File: config.mk
export PLATFORM = sky130hd
export DESIGN_NAME = alu_arbiter
export DESIGN_NICKNAME = d
export VERILOG_FILES = /design/src/rtl/alu_pkg.sv /design/src/rtl/alu.sv /design/src/rtl/rr_arb2.sv /design/src/rtl/alu_arbiter.sv
export SDC_FILE = /design/constraint.sdc
export NUM_CORES = 1
export LEC_CHECK = 0
export ABC_CLOCK_PERIOD_IN_PS = 3500
export CAP_MARGIN = 20
export CELL_PAD_IN_SITES_DETAIL_PLACEMENT = 0
export CELL_PAD_IN_SITES_GLOBAL_PLACEMENT = 1
export CORE_MARGIN = 1
export CORE_UTILIZATION = 43
export CTS_BUF_LIST = sky130_fd_sc_hd__clkbuf_4 sky130_fd_sc_hd__clkbuf_8
export DETAILED_ROUTE_END_ITERATION = 10
export DONT_BUFFER_PORTS = 1
export MAX_ROUTING_LAYER = met4
export PLACE_DENSITY_LB_ADDON = 0.1
export SYNTH_ARGS = -nofsm -noshare
export SYNTH_HDL_FRONTEND = slang
export SYNTH_SLANG_ARGS = --single-unit
File: constraint.sdc
create_clock -name clk -period 3.5 [get_ports clk]
set_input_delay 0.525 -clock clk [delete_from_list [all_inputs] [get_ports clk]]
set_output_delay 0.525 -clock clk [all_outputs]
set_load 0.05 [all_outputs]
File: src/rtl/alu_pkg.sv
// Shared ALU types and constants for the ALU and its arbiter front end.
package alu_pkg;

  localparam int unsigned ALU_DW = 8;

  typedef enum logic [1:0] {
    ALU_ADD   = 2'b00,
    ALU_AND   = 2'b01,
    ALU_XOR   = 2'b10,
    ALU_SHIFT = 2'b11
  } alu_op_e;

  typedef struct packed {
    alu_op_e           op;
    logic              sub;
    logic [ALU_DW-1:0] a;
    logic [ALU_DW-1:0] b;
  } alu_req_t;

endpackage

File: src/rtl/alu.sv
// Combinational 8-bit ALU: add/sub, and, xor, logical left shift (in2 >= 8 yields zero).
module alu
  import alu_pkg::*;
(
  input  alu_op_e           alu_op,
  input  logic              sub,
  input  logic [ALU_DW-1:0] in1,
  input  logic [ALU_DW-1:0] in2,
  output logic [ALU_DW-1:0] result
);

  always_comb begin
    result = '0;
    unique case (alu_op)
      ALU_ADD:   result = sub ? (in1 + (~in2) + ALU_DW'(1)) : (in1 + in2);
      ALU_AND:   result = in1 & in2;
      ALU_XOR:   result = in1 ^ in2;
      ALU_SHIFT: result = in1 << in2;
      default:   result = '0;
    endcase
  end

endmodule

File: src/rtl/rr_arb2.sv
// Two-way grant logic: round-robin on rr_ptr (mode=0) or fixed priority to port 0 (mode=1).
module rr_arb2 (
  input  logic [1:0] elig,
  input  logic       rr_ptr,
  input  logic       mode,
  output logic [1:0] grant
);

  always_comb begin
    grant = 2'b00;
    if (mode) begin
      if (elig[0]) begin
        grant = 2'b01;
      end else if (elig[1]) begin
        grant = 2'b10;
      end
    end else if (&elig) begin
      grant = rr_ptr ? 2'b10 : 2'b01;
    end else begin
      grant = elig;
    end
  end

endmodule

File: src/rtl/alu_arbiter.sv
// Shares one ALU between two requesters; each result lands in a per-port slot held until consumed.
module alu_arbiter
  import alu_pkg::*;
#(
  parameter int unsigned DW       = 8,
  parameter int unsigned ARB_MODE = 0
) (
  input  logic          clk,
  input  logic          rst_n,

  input  logic          req0_valid,
  output logic          req0_ready,
  input  logic [1:0]    req0_op,
  input  logic          req0_sub,
  input  logic [DW-1:0] req0_a,
  input  logic [DW-1:0] req0_b,
  output logic          resp0_valid,
  input  logic          resp0_ready,
  output logic [DW-1:0] resp0_data,

  input  logic          req1_valid,
  output logic          req1_ready,
  input  logic [1:0]    req1_op,
  input  logic          req1_sub,
  input  logic [DW-1:0] req1_a,
  input  logic [DW-1:0] req1_b,
  output logic          resp1_valid,
  input  logic          resp1_ready,
  output logic [DW-1:0] resp1_data,

  output logic          busy
);

  if (DW != ALU_DW) begin : gen_dw_check
    $error("alu_arbiter: DW must equal %0d", ALU_DW);
  end

  logic          resp0_valid_q, resp1_valid_q;
  logic [DW-1:0] resp0_data_q, resp1_data_q;
  logic          rr_ptr_q;
  logic [1:0]    elig;
  logic [1:0]    grant;
  alu_req_t      alu_req;
  logic [DW-1:0] alu_result;

  // A port with a held result may still issue if that result is consumed this cycle.
  assign elig[0] = req0_valid && (!resp0_valid_q || resp0_ready);
  assign elig[1] = req1_valid && (!resp1_valid_q || resp1_ready);

  rr_arb2 u_arb (
    .elig   (elig),
    .rr_ptr (rr_ptr_q),
    .mode   (ARB_MODE != 0),
    .grant  (grant)
  );

  assign req0_ready = grant[0];
  assign req1_ready = grant[1];
  assign busy       = |grant;

  always_comb begin
    alu_req = '0;
    if (grant[0]) begin
      alu_req.op  = alu_op_e'(req0_op);
      alu_req.sub = req0_sub && (req0_op == 2'b00);
      alu_req.a   = req0_a;
      alu_req.b   = req0_b;
    end else if (grant[1]) begin
      alu_req.op  = alu_op_e'(req1_op);
      alu_req.sub = req1_sub && (req1_op == 2'b00);
      alu_req.a   = req1_a;
      alu_req.b   = req1_b;
    end
  end

  alu u_alu (
    .alu_op (alu_req.op),
    .sub    (alu_req.sub),
    .in1    (alu_req.a),
    .in2    (alu_req.b),
    .result (alu_result)
  );

  always_ff @(posedge clk) begin
    if (!rst_n) begin
      resp0_valid_q <= 1'b0;
      resp1_valid_q <= 1'b0;
      resp0_data_q  <= '0;
      resp1_data_q  <= '0;
      rr_ptr_q      <= 1'b0;
    end else begin
      if (grant[0]) begin
        rr_ptr_q <= 1'b1;
      end else if (grant[1]) begin
        rr_ptr_q <= 1'b0;
      end

      // A new grant wins over a same-cycle consume so the slot stays full.
      if (grant[0]) begin
        resp0_data_q  <= alu_result;
        resp0_valid_q <= 1'b1;
      end else if (resp0_valid_q && resp0_ready) begin
        resp0_valid_q <= 1'b0;
      end

      if (grant[1]) begin
        resp1_data_q  <= alu_result;
        resp1_valid_q <= 1'b1;
      end else if (resp1_valid_q && resp1_ready) begin
        resp1_valid_q <= 1'b0;
      end
    end
  end

  assign resp0_valid = resp0_valid_q;
  assign resp1_valid = resp1_valid_q;
  assign resp0_data  = resp0_data_q;
  assign resp1_data  = resp1_data_q;

endmodule
==> results by group <==
Cells and area
  – Commonest cells after routing, fill and taps aside: 22 x sky130_fd_sc_hd__buf_4, 19 x sky130_fd_sc_hd__nand2_1, 19 x sky130_fd_sc_hd__dfxtp_1
  – Footprint of the multi-input gates: 1450 um^2
  – Fill cells: 412
  – Antenna diode instance count: 0
  – Share of post-route cells with drive strength above 1: 0.176
  – Most common cell after layout, fill and taps aside: sky130_fd_sc_hd__buf_4
  – Non-filler cells in the finished layout: 307
  – Final core utilization: 0.501
  – Layout-stage area growth over the synthesis result: 11.6%
  – Sequential standard cell area: 380 um^2
  – Final net count: 317

Worst setup path
  – Critical path buffer and inverter count: 3
  – Critical Path Most Common Cell: sky130_fd_sc_hd__a21oi_1
  – Series of cell instances along the critical path: nor2b_4 > o311a_2 > a22oi_2 > clkinv_1 > buf_4 > ha_1 > fa_1 > inv_1 > a21oi_1 > o21ai_0 > a211o_1 > a21oi_1 > xnor2_1 > o211a_1 > a21oi_1
  – Cell family with most CP delay: compound AO/OA/AOI/OAI gates
  – Critical Path Sink Type: flop
  – Critical path launch point type: flop
  – Critical Path AT: 3.50 ns
  – Data required, critical path: 3.69 ns
  – Category of the most critical setup path: flop to flop
  – Maximum single-stage delay on the critical path: 0.45 ns
  – Peak fanout along the critical path: 11
  – Master of the slowest instance on the critical path: sky130_fd_sc_hd__o311a_2

Floorplan
  – Floorplan Core Area: 4350 um^2
  – X dimension of the die: 69.4 um
  – Effective utilization at floorplan: 0.449
  – Io pins: 65
  – Rows: 24
  – Chip Height: 69.4 um
  – Die footprint: 4820 um^2

Logic synthesis
  – Mapped Area: 1950 um^2
  – Number of synthesized flops with an enable pin: 0
  – Post-synthesis area per instance: 8.04 um^2
  – Dominant synthesized flop cell: sky130_fd_sc_hd__dfxtp_1
  – Yosys warning total: 0
  – Nets in the synthesized netlist: 304
  – Number of distinct library cells after synthesis: 59
  – Sequential area share after synthesis: 0.195
  – Async S/R FF share, synth: 0
  – #FFs+latches synth: 19
  – Synthesized netlist cell count: 243

STA
  – Fin Clk Skew: 0.00395 ns
  – Headroom to the max-slew limit: 0.637
  – Setup TNS: 0 ns
  – Worst path setup slack after routing: 0.199 ns
  – Fmax: 303 MHz
  – Final Max Slew Viols: 0
  – Hold violation count in the final report: 0
  – Pin slew with the least headroom to its limit: 0.545 ns
  – Minimum clock period: 3.30 ns
  – Post-route fraction of the period consumed by the critical path: 0.943
  – Setup repair after global routing missed its margin: false
  – Final setup violation count: 0

CTS
  – Number of sinks handled by clock tree synthesis: 19
  – Root buffer selected by CTS: sky130_fd_sc_hd__clkbuf_8
  – Clock tree from TritonCTS: yes
  – Clock buffer depth: 2
  – Number of hold-repair buffers added at the cts stage: 0
  – Postcts setup bufs: 0
  – Maximum level of the CTS H-tree: 1
  – Worst-path clk slew: 0.08 ns
  – Clk Latency, worst-skew pair: 0.26 ns
  – Number of buffers inserted during clock tree synthesis: 3

Route
  – Metal-1 WL: 2710 um
  – Wire length on met3: 383 um
  – Drt total wl: 5990 um
  – Wire length per cell: 19.5 um
  – Antenna-violating nets left: 0
  – Total DRC errors in the routed layout: 0
  – Uppermost routed layer: met4
  – First DRT Iteration DRCs: 137
  – Met2 wirelength from detailed routing: 2850 um
  – Via density per instance: 6.24
  – Pre-antenna DRT Iters: 4
  – Vias: 1915

Global routing
  – Global-route wire length before repair: 9920 um
  – Global-route congestion overflow total: 0
  – Total Routing Usage GR: 0.263
  – Number of global-route vias before repair: 1982
  – Pin count of the biggest net entering global routing: 24
  – Initial antenna violation count: 0

Placed design
  – Post-placement setup slack: 0.0340 ns
  – HPWL Detailed: 4820 um
  – Inst Count DP: 303
  – Final RePlAce weighted congestion: 0.943
  – Count of input and output buffers: 0

Run status
  – Run status: complete, no violations

Worst hold path
  – Class of the tightest hold or removal check: primary input to flop

Pwr
  – Worst-case vdd ir drop: 259 uV
  – Power density over the cells: 422 nW/um^2
  – Reported leakage power: 0.965 nW

Run
  – Number of max-cap violations: 0
## cell families after synthesis
kind of cell	Yosys count	synth area share
muxes	11	0.0583
DFF	19	0.195
and+or+nand+nor	60	0.165
AOI/OAI and AO/OA	96	0.365
adders and majority gates	17	0.117
xor gates and xnor gates	6	0.0269
buffers and inverters	34	0.0743
## stage by stage
step / hold WS [ns] / area (um^2) / total power, mW
6_report: 0.386 / 2180 / 0.920
5_1_grt: 0.384 / 2180 / 0.980
3_5_place_dp: 0.611 / 2130 / 0.761
4_1_cts: 0.380 / 2170 / 0.920
3_3_place_gp: 0.569 / 2130 / 0.756
2_1_floorplan: 0.533 / 1950 / 0.639
## worst paths after layout
path,slack (ns),from,depth (start not counted),end
worst max-delay path,0.20,resp0_valid,15,resp1_data[6]
worst max register to register,0.20,resp0_valid,15,resp1_data[6]
worst min register to register,0.62,rr_ptr_q,2,rr_ptr_q
worst min-delay path,0.39,rst_n,1,resp1_valid
## final cells by class
class / instances / area share
Sequential cell: 19 / 0.175
Clock buffer: 3 / 0.0189
Timing Repair Buffer: 22 / 0.0758
Multi-Input combinational cell: 190 / 0.663
Clock inverter: 1 / 0.00344
Inverter: 20 / 0.0344
Tap cell: 52 / 0.0299
## flip-flops by register name, summed over array words and instances (netlist names)
register	count
resp0_data	8
resp0_valid	1
resp1_data	8
resp1_valid	1
rr_ptr_q	1
## where the power goes
group          switching, mW  internal [mW]  total, mW
registers             0.0919          0.241      0.333
clock network         0.0759         0.0802      0.156
logic                  0.252          0.179      0.431
## timing repair
action | 4_1_cts | 5_1_grt
resized for setup | 0 | 1
endpoints found under the hold margin | 0 | 0
endpoints found under the setup margin | 0 | 1
## synth_stat cells, drive strengths merged, types with 2 or more instances
cell | count | area [um^2]
nand3 | 4 | 20.0
nor2 | 14 | 52.6
a32oi | 2 | 25.0
xnor2 | 4 | 35.0
a31oi | 3 | 18.8
o211a | 2 | 20.0
o21ai | 17 | 85.1
nor2b | 5 | 38.8
clkbuf | 6 | 22.5
nand2b | 2 | 20.0
a22oi | 17 | 153
ha | 15 | 188
o21bai | 3 | 22.5
inv | 19 | 71.3
o311a | 2 | 20.0
xor2 | 2 | 17.5
a22o | 4 | 35.0
o211ai | 2 | 15.0
a21o | 3 | 22.5
buf | 8 | 47.6
nand3b | 2 | 15.0
o22ai | 8 | 50.1
and2 | 3 | 18.8
o221a | 2 | 22.5
fa | 2 | 40.0
a31o | 2 | 17.5
nor3 | 3 | 20.0
dfxtp | 19 | 380
a221oi | 2 | 17.5
mux2i | 8 | 80.1
a2bb2oi | 2 | 17.5
nand2 | 19 | 71.3
o21a | 3 | 22.5
or3 | 3 | 23.8
mux2 | 3 | 33.8
a21oi | 14 | 70.1
## metal layers
layer  up-vias  GRT usage
met2        63      0.423
met1       909      0.336
li1        937          -
met3         6     0.0654
met5         -          -
met4         0     0.0522
(Power assumes the default switching activity.)
